File: config.mk
export PLATFORM = sky130hd
export DESIGN_NAME = rx_fifo_param_flat
export DESIGN_NICKNAME = d
export VERILOG_FILES = /design/src/rtl/rx_fifo_param_pkg.sv /design/src/rtl/rx_fifo_param_if.sv /design/src/rtl/rx_fifo_param_mem.sv /design/src/rtl/rx_fifo_param.sv /design/src/flat_wrapper.sv
export SDC_FILE = /design/constraint.sdc
export NUM_CORES = 1
export LEC_CHECK = 0
export CAP_MARGIN = 20
export CORE_ASPECT_RATIO = 0.9
export CORE_MARGIN = 4
export CORE_UTILIZATION = 54
export DETAILED_ROUTE_END_ITERATION = 10
export GPL_TIMING_DRIVEN = 0
export PLACE_DENSITY = 0.76
export SLEW_MARGIN = 20
export SYNTH_ARGS = -nofsm -noshare
export SYNTH_HDL_FRONTEND = slang
export SYNTH_SLANG_ARGS = --single-unit
File: constraint.sdc
create_clock -name CLK -period 2.99 [get_ports CLK]
set_clock_uncertainty 0.05 [all_clocks]
set_input_delay 0.598 -clock CLK [delete_from_list [all_inputs] [get_ports CLK]]
set_output_delay 0.598 -clock CLK [all_outputs]
set_load 0.01 [all_outputs]
File: src/rtl/rx_fifo_param_pkg.sv
// Shared types for the UART RX FIFO: alarm codes, threshold helper
// and the default 8-bit data / 4-bit error entry layout.
package uart_fifo_pkg;

   typedef enum logic [2:0] {
      ALARM_1_8 = 3'd0,
      ALARM_1_4 = 3'd1,
      ALARM_1_2 = 3'd2,
      ALARM_3_4 = 3'd3,
      ALARM_7_8 = 3'd4
   } alarm_code_e;

   localparam int ENTRY_DATA_W = 8;
   localparam int ENTRY_ERR_W  = 4;

   typedef struct packed {
      logic [ENTRY_ERR_W-1:0]  err;
      logic [ENTRY_DATA_W-1:0] data;
   } entry_t;

   // Unused codes return depth+1, which no fill level can reach.
   function automatic logic [31:0] alarm_threshold(
      input logic [2:0] code,
      input int         depth
   );
      logic [31:0] d;
      d = 32'(depth);
      case (alarm_code_e'(code))
         ALARM_1_8: return d >> 3;
         ALARM_1_4: return d >> 2;
         ALARM_1_2: return d >> 1;
         ALARM_3_4: return (d * 32'd3) >> 2;
         ALARM_7_8: return (d * 32'd7) >> 3;
         default:   return d + 32'd1;
      endcase
   endfunction

endpackage

File: src/rtl/rx_fifo_param_if.sv
// RX FIFO bus: write side from the deserialiser, read side and
// status toward the APB register block.
interface rx_fifo_param_if #(
   parameter int DATA_W = 8,
   parameter int ERR_W  = 4,
   parameter int DEPTH  = 16
);
   localparam int LW = $clog2(DEPTH) + 1;

   logic              fifo_en;
   logic              clear;
   logic [DATA_W-1:0] wdata;
   logic [ERR_W-1:0]  werr;
   logic              wdata_valid;
   logic [DATA_W-1:0] rdata;
   logic [ERR_W-1:0]  rerr;
   logic              rdata_valid;
   logic              rdata_taken;
   logic              fifo_full;
   logic              fifo_empty;
   logic [LW-1:0]     fill_level;
   logic [2:0]        fifo_level_for_alarm;
   logic              fifo_alarm;
   logic              overrun_err;
   logic              overrun_clr;
   logic              rx_timeout;

   modport slave (
      input  fifo_en, clear, wdata, werr, wdata_valid,
      input  rdata_taken, fifo_level_for_alarm, overrun_clr,
      output rdata, rerr, rdata_valid, fifo_full, fifo_empty,
      output fill_level, fifo_alarm, overrun_err, rx_timeout
   );

   modport master (
      output fifo_en, clear, wdata, werr, wdata_valid,
      output rdata_taken, fifo_level_for_alarm, overrun_clr,
      input  rdata, rerr, rdata_valid, fifo_full, fifo_empty,
      input  fill_level, fifo_alarm, overrun_err, rx_timeout
   );

endinterface

File: src/rtl/rx_fifo_param_mem.sv
// Two-port register file: synchronous write, asynchronous read,
// contents deliberately left unreset.
module fifo_mem_2p #(
   parameter int DEPTH = 16,
   parameter int W     = 12
) (
   input  logic                     CLK,
   input  logic                     we,
   input  logic [$clog2(DEPTH)-1:0] waddr,
   input  logic [W-1:0]             wdata,
   input  logic [$clog2(DEPTH)-1:0] raddr,
   output logic [W-1:0]             rdata
);

   logic [W-1:0] mem [DEPTH];

   always_ff @(posedge CLK) begin
      if (we) mem[waddr] <= wdata;
   end

   assign rdata = mem[raddr];

endmodule

File: src/rtl/rx_fifo_param.sv
// Parametrised UART RX FIFO with holding-register mode, fill alarm and
// overrun flag; idle timeout is built only with RX_FIFO_TIMEOUT_EN.
module rx_fifo_param
   import uart_fifo_pkg::*;
#(
   parameter int DATA_W = 8,
   parameter int ERR_W  = 4,
   parameter int DEPTH  = 16
`ifdef RX_FIFO_TIMEOUT_EN
   ,
   parameter int TIMEOUT_CYCLES = 32
`endif
) (
   input logic       CLK,
   input logic       RSTn,
   rx_fifo_param_if.slave bus
);

   localparam int AW = $clog2(DEPTH);
   localparam int EW = DATA_W + ERR_W;

   typedef struct packed {
      logic [ERR_W-1:0]  err;
      logic [DATA_W-1:0] data;
   } fifo_entry_t;

   logic [AW:0]  rp, wp, count, cap;
   logic         fifo_en_q, flush, pop, push, we;
   logic         ovr_q, alarm_q, alarm_hit;
   logic [31:0]  thr;
   fifo_entry_t  wentry, rentry;

   assign cap   = bus.fifo_en ? (AW+1)'(DEPTH) : (AW+1)'(1);
   assign flush = bus.clear | (bus.fifo_en ^ fifo_en_q);
   assign pop   = bus.rdata_taken & (count != '0);
   assign push  = bus.wdata_valid & ((count < cap) | pop);
   assign we    = push & ~flush;

   assign wentry = '{err: bus.werr, data: bus.wdata};

   fifo_mem_2p #(
      .DEPTH (DEPTH),
      .W     (EW)
   ) u_mem (
      .CLK   (CLK),
      .we    (we),
      .waddr (wp[AW-1:0]),
      .wdata (wentry),
      .raddr (rp[AW-1:0]),
      .rdata (rentry)
   );

   // Pointers only move in FIFO mode; mode 0 lives in entry 0.
   always_ff @(posedge CLK or negedge RSTn) begin
      if (!RSTn) begin
         rp        <= '0;
         wp        <= '0;
         count     <= '0;
         fifo_en_q <= 1'b1;
      end else begin
         fifo_en_q <= bus.fifo_en;
         if (flush) begin
            rp    <= '0;
            wp    <= '0;
            count <= '0;
         end else begin
            if (bus.fifo_en && push) wp <= wp + 1'b1;
            if (bus.fifo_en && pop)  rp <= rp + 1'b1;
            unique case (1'b1)
               push & ~pop: count <= count + 1'b1;
               pop & ~push: count <= count - 1'b1;
               default: ;
            endcase
         end
      end
   end

   always_comb begin
      thr       = alarm_threshold(bus.fifo_level_for_alarm, DEPTH);
      alarm_hit = 1'b0;
      if (bus.fifo_en) alarm_hit = 32'(count) >= thr;
      else             alarm_hit = (count == cap);
   end

   // Overrun set beats any clear in the same cycle.
   always_ff @(posedge CLK or negedge RSTn) begin
      if (!RSTn) begin
         ovr_q   <= 1'b0;
         alarm_q <= 1'b0;
      end else begin
         alarm_q <= alarm_hit;
         if (bus.wdata_valid & ~push & ~flush)
            ovr_q <= 1'b1;
         else if (bus.overrun_clr | bus.clear)
            ovr_q <= 1'b0;
      end
   end

`ifdef RX_FIFO_TIMEOUT_EN
   localparam int TW = $clog2(TIMEOUT_CYCLES + 1);
   localparam logic [TW-1:0] T_MAX = TW'(TIMEOUT_CYCLES);

   logic [TW-1:0] idle_cnt;
   logic          rx_to_q;

   always_ff @(posedge CLK or negedge RSTn) begin
      if (!RSTn) begin
         idle_cnt <= '0;
         rx_to_q  <= 1'b0;
      end else if (flush | push | pop | (count == '0)) begin
         idle_cnt <= '0;
         rx_to_q  <= 1'b0;
      end else if (idle_cnt != T_MAX) begin
         idle_cnt <= idle_cnt + 1'b1;
         if (idle_cnt == T_MAX - 1'b1) rx_to_q <= 1'b1;
      end
   end

   assign bus.rx_timeout = rx_to_q;
`else
   assign bus.rx_timeout = 1'b0;
`endif

   assign bus.rdata       = rentry.data;
   assign bus.rerr        = rentry.err;
   assign bus.fill_level  = count;
   assign bus.fifo_empty  = (count == '0);
   assign bus.rdata_valid = (count != '0);
   assign bus.fifo_full   = (count == cap);
   assign bus.fifo_alarm  = alarm_q;
   assign bus.overrun_err = ovr_q;

endmodule

File: src/flat_wrapper.sv
// flat-port wrapper written by rule: the top's interface ports become plain ports
module rx_fifo_param_flat import uart_fifo_pkg::*;
#(
   parameter int DATA_W = 8,
   parameter int ERR_W  = 4,
   parameter int DEPTH  = 16

)
  (CLK, RSTn, bus_fifo_en, bus_clear, bus_wdata, bus_werr, bus_wdata_valid, bus_rdata_taken, bus_fifo_level_for_alarm, bus_overrun_clr, bus_rdata, bus_rerr, bus_rdata_valid, bus_fifo_full, bus_fifo_empty, bus_fill_level, bus_fifo_alarm, bus_overrun_err, bus_rx_timeout);
  rx_fifo_param_if #(.DATA_W(DATA_W), .ERR_W(ERR_W), .DEPTH(DEPTH)) bus_i ();
  input logic CLK;
  input logic RSTn;
  input wire logic [$bits(bus_i.fifo_en)-1:0] bus_fifo_en;
  input wire logic [$bits(bus_i.clear)-1:0] bus_clear;
  input wire logic [$bits(bus_i.wdata)-1:0] bus_wdata;
  input wire logic [$bits(bus_i.werr)-1:0] bus_werr;
  input wire logic [$bits(bus_i.wdata_valid)-1:0] bus_wdata_valid;
  input wire logic [$bits(bus_i.rdata_taken)-1:0] bus_rdata_taken;
  input wire logic [$bits(bus_i.fifo_level_for_alarm)-1:0] bus_fifo_level_for_alarm;
  input wire logic [$bits(bus_i.overrun_clr)-1:0] bus_overrun_clr;
  output wire logic [$bits(bus_i.rdata)-1:0] bus_rdata;
  output wire logic [$bits(bus_i.rerr)-1:0] bus_rerr;
  output wire logic [$bits(bus_i.rdata_valid)-1:0] bus_rdata_valid;
  output wire logic [$bits(bus_i.fifo_full)-1:0] bus_fifo_full;
  output wire logic [$bits(bus_i.fifo_empty)-1:0] bus_fifo_empty;
  output wire logic [$bits(bus_i.fill_level)-1:0] bus_fill_level;
  output wire logic [$bits(bus_i.fifo_alarm)-1:0] bus_fifo_alarm;
  output wire logic [$bits(bus_i.overrun_err)-1:0] bus_overrun_err;
  output wire logic [$bits(bus_i.rx_timeout)-1:0] bus_rx_timeout;
  assign bus_i.fifo_en = bus_fifo_en;
  assign bus_i.clear = bus_clear;
  assign bus_i.wdata = bus_wdata;
  assign bus_i.werr = bus_werr;
  assign bus_i.wdata_valid = bus_wdata_valid;
  assign bus_i.rdata_taken = bus_rdata_taken;
  assign bus_i.fifo_level_for_alarm = bus_fifo_level_for_alarm;
  assign bus_i.overrun_clr = bus_overrun_clr;
  assign bus_rdata = bus_i.rdata;
  assign bus_rerr = bus_i.rerr;
  assign bus_rdata_valid = bus_i.rdata_valid;
  assign bus_fifo_full = bus_i.fifo_full;
  assign bus_fifo_empty = bus_i.fifo_empty;
  assign bus_fill_level = bus_i.fill_level;
  assign bus_fifo_alarm = bus_i.fifo_alarm;
  assign bus_overrun_err = bus_i.overrun_err;
  assign bus_rx_timeout = bus_i.rx_timeout;
  rx_fifo_param #(.DATA_W(DATA_W), .ERR_W(ERR_W), .DEPTH(DEPTH)) u_core (.CLK(CLK), .RSTn(RSTn), .bus(bus_i));
endmodule
==> run summary, run 1 <==
The run finished, with violations left. The checks that failed: setup timing. The largest single stage delay on the critical path is 0.42 ns. TritonCTS built the clock tree. The count of max-cap constraint violations is 0, and the number of hold-slack violations in the final timing report is 0. The logs give 70.6% for the fraction of the core area covered by cells at the end of the flow and 3 for the maximum number of buffers from clock root to sink. The logs give 1 for the CTS H-tree depth and 1 for the final setup violation count. Count of flip-flops with a built-in enable after synthesis: 192.

The tree is rooted in a sky130_fd_sc_hd__clkbuf_16. First-pass iteration count of the detailed router: 5. For the summed area of non-filler cells in the final layout, the log shows 11,000 um2. The first global-routing pass estimated 32.1 mm of wire. For this run, the total global-route usage over all layers was measured as 23.8%. Dividing total power by cell area gives a power density of 546 nW/um2. After global routing the overflow that remains totals 0.

The remaining antenna violation count was 0; the maximum vdd drop was 0.000451 V. The signal on the critical path passes through buf_6 -> nor2b_1 -> buf_4 -> clkbuf_4 -> a21oi_2 -> o21ai_1 -> nand2_1 -> buf_2. In this run the core area contains 43 standard-cell rows.

Clock insertion delay at the later pin of the skew report: 0.49 ns. The largest individual stage delay along the critical path comes from the cell sky130_fd_sc_hd__dfrtp_1. Final-stage net count: 644.

The part of the cycle the worst path needs was 100%. The tools report the number of DRC violations after detailed-routing iteration 0 as 538. For this run, the top clock speed supported by timing is 334 MHz. The mean instance size in the synthesized netlist is 16.9 um2, and the sum of internal, switching and leakage power is 0.00600 W. The number of vias per cell after detailed routing was 6.20; the area added between synthesis and finish was 27.1%. The tools report the worst reg-to-reg setup slack as 0.26 ns. The tools report the post-synthesis cell area as 8640 um2.

Across all layers, the routed design uses 5,096 vias. The net count of the mapped netlist came out at 548. Buffers inserted during clock tree synthesis total 21. The sum of negative setup slack came out at -0.00588 ns. The full die area was 18,100 um2. In the final layout, the share of cells above drive strength 1 is 32.4%. The count of distinct cell types in the synthesized netlist was 46. The detail-routed net length per standard cell was 25.7 um; the final wirelength was 21.1 mm. The final critical-path setup slack is -0.00588 ns.

The critical path launch point type is a register. After detailed routing, the number of remaining DRC violations is 0. The via count of the first global-routing pass is 5,266, and the max-slew violation count is 0. In the synthesized netlist the dominant register cell turns out to be sky130_fd_sc_hd__edfxtp_1. By startpoint and endpoint, the worst setup path is classified as register to output pin.

The repair_antennas step left the layout with diodes totalling 0. The clock sink count is 208, and the largest driver fanout on the critical path is 10. Yosys printed 0 warnings. After synthesis the netlist holds a flip-flop and latch count of 208.

The library cell used most frequently in the layout, excluding fill and tap cells, is sky130_fd_sc_hd__edfxtp_1. After clock tree synthesis, the flow added hold-fix buffers numbering 0. Once placement finished, the instance area stood at 9350 um2.

The die is 141 um wide. In this run the count of I/O pins placed on the die edge is 45. The total area inside the core boundary comes to 15,500 um2. After synthesis, flip-flops and latches occupy 71.4% of the total area. The clock-pin slew on the worst setup and hold paths is 0.07 ns. The slew at the pin with the worst max-slew slack came out at 0.809 ns. The leakage dissipation is 3.56 nW, and the count of input and output buffers is 43. The critical path data required time is 2.34 ns. At the end of routability-driven placement, the weighted congestion stood at 0.888.

The worst path needs 3.00 ns of the cycle, external delays included. The initial antenna violation count is 0. In this run the worst hold path is classified as register to register. The share of flip-flops with an asynchronous set or reset after synthesis was 7.69%; the initial core utilization was 55.5%.

The wire-length estimate of the detail-placed layout is 12.1 mm. In this run the tightest slew margin relative to its limit is 46.1%. The number of instances in the synthesized netlist is 510. The top cell types in the final layout, fill and taps aside, are sky130_fd_sc_hd__edfxtp_1 (192), sky130_fd_sc_hd__mux2i_1 (36), sky130_fd_sc_hd__clkdlybuf4s50_1 (30), sky130_fd_sc_hd__mux4_2 (24), sky130_fd_sc_hd__clkbuf_16 (23). The die is 128 um tall. Entering global routing, the biggest net connects 17 pins. Data on the critical path arrives at its endpoint at 2.35 ns. The worst setup path is captured at an output pin.
==> metrics by stage <==
stage          hold WS, ns  setup slack, ns  cells
6_report             0.463         -0.00588    822
5_1_grt              0.470          -0.0158    822
4_1_cts              0.451         -0.00202    817
3_5_place_dp         0.438            -1.03    755
3_3_place_gp         0.433            -1.04    755
2_1_floorplan        0.252           0.0540    510
==> kinds of logic (layout without fill, tap and decap cells) <==
family / count (synthesis) / after routing / synth area share [%]
fa+ha+maj: 16 / 16 / 2.41
buf+inv: 35 / 145 / 1.72
simple gates: 82 / 82 / 4.55
other cells: 1 / 1 / 0.0434
compound gates: 82 / 82 / 6.30
xor+xnor: 7 / 7 / 0.710
mux: 79 / 79 / 12.9
flops: 208 / 208 / 71.4
==> metal layers <==
metal	vias to the layer above	wire length [um]	track usage, %	share of wire (%)
met1	2621	8460	33.1	40
met3	34	1510	3.77	7.1
met5	-	0	0	0
li1	2204	-	-	-
met2	237	10700	40.2	51
met4	0	459	5.36	2.2
==> power breakdown <==
group	internal (W)	switching, W	total [W]
combinational	0.000126	0.000167	0.000293
sequential	0.00319	0.0000101	0.00320
clock	0.00146	0.00105	0.00250
total	0.00477	0.00122	0.00600
==> layout make-up <==
cell class,count,area [um2]
sequential,208,6170
multi-input combinational,267,2790
buffer,25,254
inverter,10,37.5
clock inverter,14,118
clock buffer,23,533
timing repair buffer,73,826
fill,903,4570
tap,202,253
==> cells in the mapped netlist, drive strengths merged, types with 10 or more instances <==
cell type  number  area share (%)
o21ai          27             1.6
a221oi         12             1.2
mux4           24             6.3
nor2           32             1.4
dfrtp          15             4.3
clkbuf         12            0.52
mux2           15             2.0
ha             15             2.2
a22oi          12             1.0
buf            13            0.77
inv            10            0.43
nand2          18            0.78
mux2i          40             4.6
a21oi          18             1.2
edfxtp        192              67
==> critical path: cells and delay by family, from the launching register on <==
family	cells	cell delay, ns
buffers and inverters	4	0.80
DFF	1	0.42
and+or+nand+nor	2	0.24
AOI/OAI and AO/OA	2	0.38
==> state kept, by name, summed over array words and instances, names as in the netlist <==
name / cells
u_core.rp: 4
u_core.bus.fill_level: 5
u_core.u_mem.mem: 192
u_core.bus.fifo_alarm: 1
u_core.bus.overrun_err: 1
u_core.wp: 4
u_core.fifo_en_q: 1
==> final timing paths <==
| kind | depth (start not counted) | end | from |
|---|---|---|---|
| max in group asynchronous | 1 | u_core.rp[0]$_DFFE_PN0P_ | RSTn |
| worst max-delay path | 8 | bus_rdata[4] | u_core.rp[1]$_DFFE_PN0P_ |
| worst min register to register | 2 | u_core.bus.overrun_err$_DFFE_PN0P_ | u_core.bus.overrun_err$_DFFE_PN0P_ |
| worst max register to register | 8 | u_core.u_mem.mem[1][9]$_DFFE_PP_ | u_core.bus.fill_level[0]$_DFFE_PN0P_ |
| min in group asynchronous | 1 | u_core.rp[1]$_DFFE_PN0P_ | RSTn |
| worst min-delay path | 2 | u_core.bus.overrun_err$_DFFE_PN0P_ | u_core.bus.overrun_err$_DFFE_PN0P_ |
==> repair_timing <==
item,4_1_cts,5_1_grt
setup endpoints to repair,205,204
gates resized for setup,150,33
pin swaps,26,12
setup buffers,25,5
Note: power is estimated with default switching activity, not from simulation.
==> inputs of run 2 (changes only) <==
--- a/config.mk
+++ b/config.mk
@@ -11,6 +11,7 @@
 export CORE_UTILIZATION = 54
 export DETAILED_ROUTE_END_ITERATION = 10
 export GPL_TIMING_DRIVEN = 0
+export HOLD_SLACK_MARGIN = 0.1
 export PLACE_DENSITY = 0.76
 export SLEW_MARGIN = 20
 export SYNTH_ARGS = -nofsm -noshare
==> results of run 2 <==
The final DEF is identical to that of run 1; final timing and power are the same.
==> inputs of run 3 (changes only) <==
--- a/config.mk
+++ b/config.mk
@@ -13,7 +13,9 @@
 export GPL_TIMING_DRIVEN = 0
 export HOLD_SLACK_MARGIN = 0.1
 export PLACE_DENSITY = 0.76
+export SETUP_SLACK_MARGIN = 0.05
 export SLEW_MARGIN = 20
 export SYNTH_ARGS = -nofsm -noshare
 export SYNTH_HDL_FRONTEND = slang
+export SYNTH_HIERARCHICAL = 1
 export SYNTH_SLANG_ARGS = --single-unit
==> run summary, run 3 <==
The Yosys step of the flow raised 6 warnings. The repair_antennas step left the layout with diodes totalling 0. Counting every net in the synthesized netlist gives 480.

For this configuration, the core starts out at a cell density of 55.2%. The worst register-to-register path begins at u_core/bus.fill_level[2]$_DFFE_PN0P_. Setup violations remaining at the end of the flow were counted as 0. The register with the most flip-flops in the layout has 192 of them. Synthesis produced 445 cells. The largest single stage delay on the critical path is 0.51 ns. The clock sink count was 208. Compared with the post-synthesis result, the final layout area differs by 24.5%. The number of DRC violations after detailed-routing iteration 0 came out at 534. Cells fill 68.7% of the core in the end. The initial antenna violation count is 0.

Among all stages on the critical path, the largest delay is contributed by sky130_fd_sc_hd__mux4_2. In the finished design, the share of the clock period the worst path needs comes to 99.1%. Counting both buffers and inverters, the worst setup path holds a total of 4.

The path with the worst hold slack has its endpoint at u_core/fifo_en_q$_DFF_PN1_. Of all nets on the critical path, the largest fanout is 6. For the max-slew violation count, the log shows 0.

In this design, the critical path's most frequently occurring cell is sky130_fd_sc_hd__buf_12. For the total vias in the final route, the log shows 4,824. The leakage dissipation came out at 3.53 nW. The mean instance size in the synthesized netlist was 19.2 um2; the number of cells on the worst hold path was 1.

Yosys mapped a number of flops with a built-in enable equal to 192. The worst reg-to-reg setup slack is 0.20 ns. For the wire length of the first global-routing pass, the log shows 29.9 mm.

The timing-limited maximum frequency is 337 MHz. The final-stage net count is 588, and the share of flip-flops with an asynchronous set or reset after synthesis is 7.69%. In this run the remaining antenna-violating nets after routing total 0. The critical path is of the register to output pin type. The total power divided by cell area is 570 nW/um2, and the count of input and output buffers is 43.

TritonCTS built the clock tree. The dominant combinational cell family by area after synthesis was multiplexers. The number of buffers created by CTS is 21. The logic depth of the worst register-to-register path works out to 10. The critical path goes through buf_12 -> buf_12 -> buf_4 -> mux4_2 -> a22oi_2 -> nand2_1 -> buf_2.

At the later pin of the worst-skew pair, clock insertion delay measures 0.48 ns. The hold path startpoint is bus_fifo_en. The run gives 3 as the maximum number of buffers from clock root to sink.

The number of vias per cell after detailed routing works out to 6.27. Of the cells placed in the final design, the portion with a size suffix greater than 1 is 33.5%. The logs give 0.0261 ns for the final critical-path setup slack and 22.4% for the aggregate global-route resource usage. The floorplan step set the die height to 127 um.

The library cells used most frequently in the layout, excluding fill and tap cells, are sky130_fd_sc_hd__edfxtp_1 (192), sky130_fd_sc_hd__mux4_2 (44), sky130_fd_sc_hd__clkdlybuf4s50_1 (29), sky130_fd_sc_hd__buf_4 (26), sky130_fd_sc_hd__clkbuf_16 (22). The final routed DRC violation total was 0. For the finished layout, the period the worst path requires is 2.96 ns. The final wirelength was 19.8 mm; the worst hold margin was 0.240 ns. The maximum vdd drop is 0.000424 V, and the area share of the largest cell type after synthesis is 67.4%.

The synthesized netlist devotes 4.67% of its cell area to compound gates. The post-synthesis cell area is 8550 um2, and the signal arrival time at the worst endpoint is 2.32 ns. After synthesis, flip-flops and latches occupy 72.1% of the total area. The cell family contributing the most delay on the critical path is buffers and inverters. Counting flops and latches in the post-synthesis netlist gives 208. For the via count of the first global-routing pass, the log shows 4,867. The clock root buffer is sky130_fd_sc_hd__clkbuf_16.

In the final routed layout, each cell accounts on average for 25.8 um. The library cell used most frequently in the layout, excluding fill and tap cells, is sky130_fd_sc_hd__edfxtp_1. The run finished with clean final reports. By area the synthesized netlist is led by sky130_fd_sc_hd__edfxtp_1 (67%), sky130_fd_sc_hd__mux4_2 (8.7%), sky130_fd_sc_hd__mux4_1 (4.6%), sky130_fd_sc_hd__dfrtp_1 (4.4%), sky130_fd_sc_hd__a22oi_1 (2.1%). The netlist uses 49 different library cells. Core area: 15,500 um2. The tools report the reg-to-reg endpoint as u_core/bus.fill_level[4]$_DFFE_PN0P_. Maximum number of pins on one net before global-route repair: 17. The xor-xnor portion of the synthesized cell area is 0.819%. After global routing the overflow that remains totals 0.

At the worst endpoint, the required time is 2.34 ns. The worst setup path is captured at an output pin. The floorplan step defined a die boundary enclosing 17,900 um2. Sorting the synthesized cells by how often they occur yields sky130_fd_sc_hd__edfxtp_1 (192), sky130_fd_sc_hd__mux4_2 (33), sky130_fd_sc_hd__nor2_1 (25), sky130_fd_sc_hd__a22oi_1 (24), sky130_fd_sc_hd__nand2_1 (21). In this run the core area contains 43 standard-cell rows. The run gives -1.09 ns as the post-placement setup slack. The register bank with the most flops is u_core/u_mem/mem. The most used flip-flop cell after synthesis is sky130_fd_sc_hd__edfxtp_1. The worst slew margin relative to its limit is 48.4%. In the synthesized netlist, mux cells make up 13.9% of the area. Before antenna repair, the detailed router went through 5 iterations. After clock tree synthesis, the clock-pin slew on the worst setup and hold paths is 0.06 ns. The run gives 0 as the number of hold-slack violations in the final timing report. Routability-driven placement finished with a final weighted congestion of 0.807. Of the total synthesized cell area, the portion taken by AND, OR, NAND and NOR gates is 4.61%.

The count of max-cap constraint violations was 0. Setup repair after global routing could not meet its margin everywhere. The floorplan step set the die width to 141 um. The HPWL after detailed placement is 11.2 mm. The critical path launch point type was a register.

At the pin with the least slew margin, the transition time is 0.772 ns. During I/O placement, the number of pins put on the boundary was 45. The CTS H-tree depth was 1. The synthesized design spends more area on one cell type than any other, namely sky130_fd_sc_hd__edfxtp_1. The path class of the tightest hold or removal check is input pin to register. The fraction of the mapped netlist area in adder cells works out to 1.99%. sky130_fd_sc_hd__edfxtp_1 is the most common cell in the netlist.
-- run 3: cell count changes in the layout (fill, tap and decap cells not counted), moves of 6 or more --
cell                       previous run  this run
sky130_fd_sc_hd__nor2_1              20        10
sky130_fd_sc_hd__o21ai_0             12         3
sky130_fd_sc_hd__buf_2                7        13
sky130_fd_sc_hd__mux2_2              15         0
sky130_fd_sc_hd__o21ai_1             15         0
sky130_fd_sc_hd__a21oi_2             10         0
sky130_fd_sc_hd__a22oi_2              6        16
sky130_fd_sc_hd__a221oi_4             8         0
sky130_fd_sc_hd__mux2i_1             36         5
sky130_fd_sc_hd__mux4_2              24        44
sky130_fd_sc_hd__buf_4               16        26
-- run 3: routing by layer --
metal / global-route usage (%) / routed length, um / vias to the layer above
met1: 30.9 / 8040 / 2509
met4: 6.38 / 580 / 0
met3: 5.20 / 1530 / 46
met5: 0 / 0 / -
met2: 36.7 / 9690 / 238
li1: - / - / 2031
-- run 3: how the worst max path moves through the flow --
stage | slack (ns) | cells past startpoint | endpoint | startpoint
finish | 0.03 | 7 | bus_rdata[4] | u_core/rp[0]$_DFFE_PN0P_
global route | -0.05 | 7 | bus_rdata[5] | u_core/rp[0]$_DFFE_PN0P_
CTS | 0.03 | 6 | bus_rerr[0] | u_core/rp[0]$_DFFE_PN0P_
detailed placement | -1.09 | 10 | u_core/u_mem/mem[8][9]$_DFFE_PP_ | bus_fifo_en
global placement | -1.24 | 10 | u_core/u_mem/mem[1][3]$_DFFE_PP_ | bus_fifo_en
floorplan | -0.05 | 9 | u_core/u_mem/mem[3][0]$_DFFE_PP_ | bus_fifo_en
-- run 3: area by class of cell --
class,count,area [um2]
buffer,18,179
clock buffer,28,552
clock inverter,9,93.8
fill,933,4840
inverter,11,41.3
multi-input combinational,208,2420
sequential,208,6170
tap,202,253
timing repair buffer,85,938
-- run 3: what timing repair did --
item | CTS | global route
hold buffers | 0 | 0
resized for setup | 112 | 13
buffers inserted | 29 | 10
pin swaps | 35 | 10
gates cloned | 1 | 1
endpoints found under the hold margin | 0 | 0
endpoints found under the setup margin | 205 | 203
-- run 3: cell families (layout without fill, tap and decap cells) --
family | Yosys count | in the layout
AOI/OAI and AO/OA | 54 | 54
xor gates and xnor gates | 8 | 8
adders and majority gates | 13 | 13
buffers and inverters | 29 | 151
DFF | 208 | 208
muxes | 53 | 53
other | 1 | 1
and+or+nand+nor | 79 | 79
-- run 3: through the flow --
step | cell area, um2 | TNS, ns | instances | total power [W]
global placement | 9270 | -196.46 | 690 | 0.00358
detailed placement | 9310 | -169.30 | 691 | 0.00360
finish | 10700 | 0 | 769 | 0.00607
CTS | 10500 | 0 | 758 | 0.00607
floorplan | 8580 | -1.67 | 445 | 0.00344
global route | 10700 | -0.210 | 769 | 0.00626
-- run 3: report_power, final --
group	switching [W]	internal, W
clock	0.00102	0.00147
combinational	0.000197	0.000176
sequential	0.0000164	0.00319
total	0.00123	0.00484
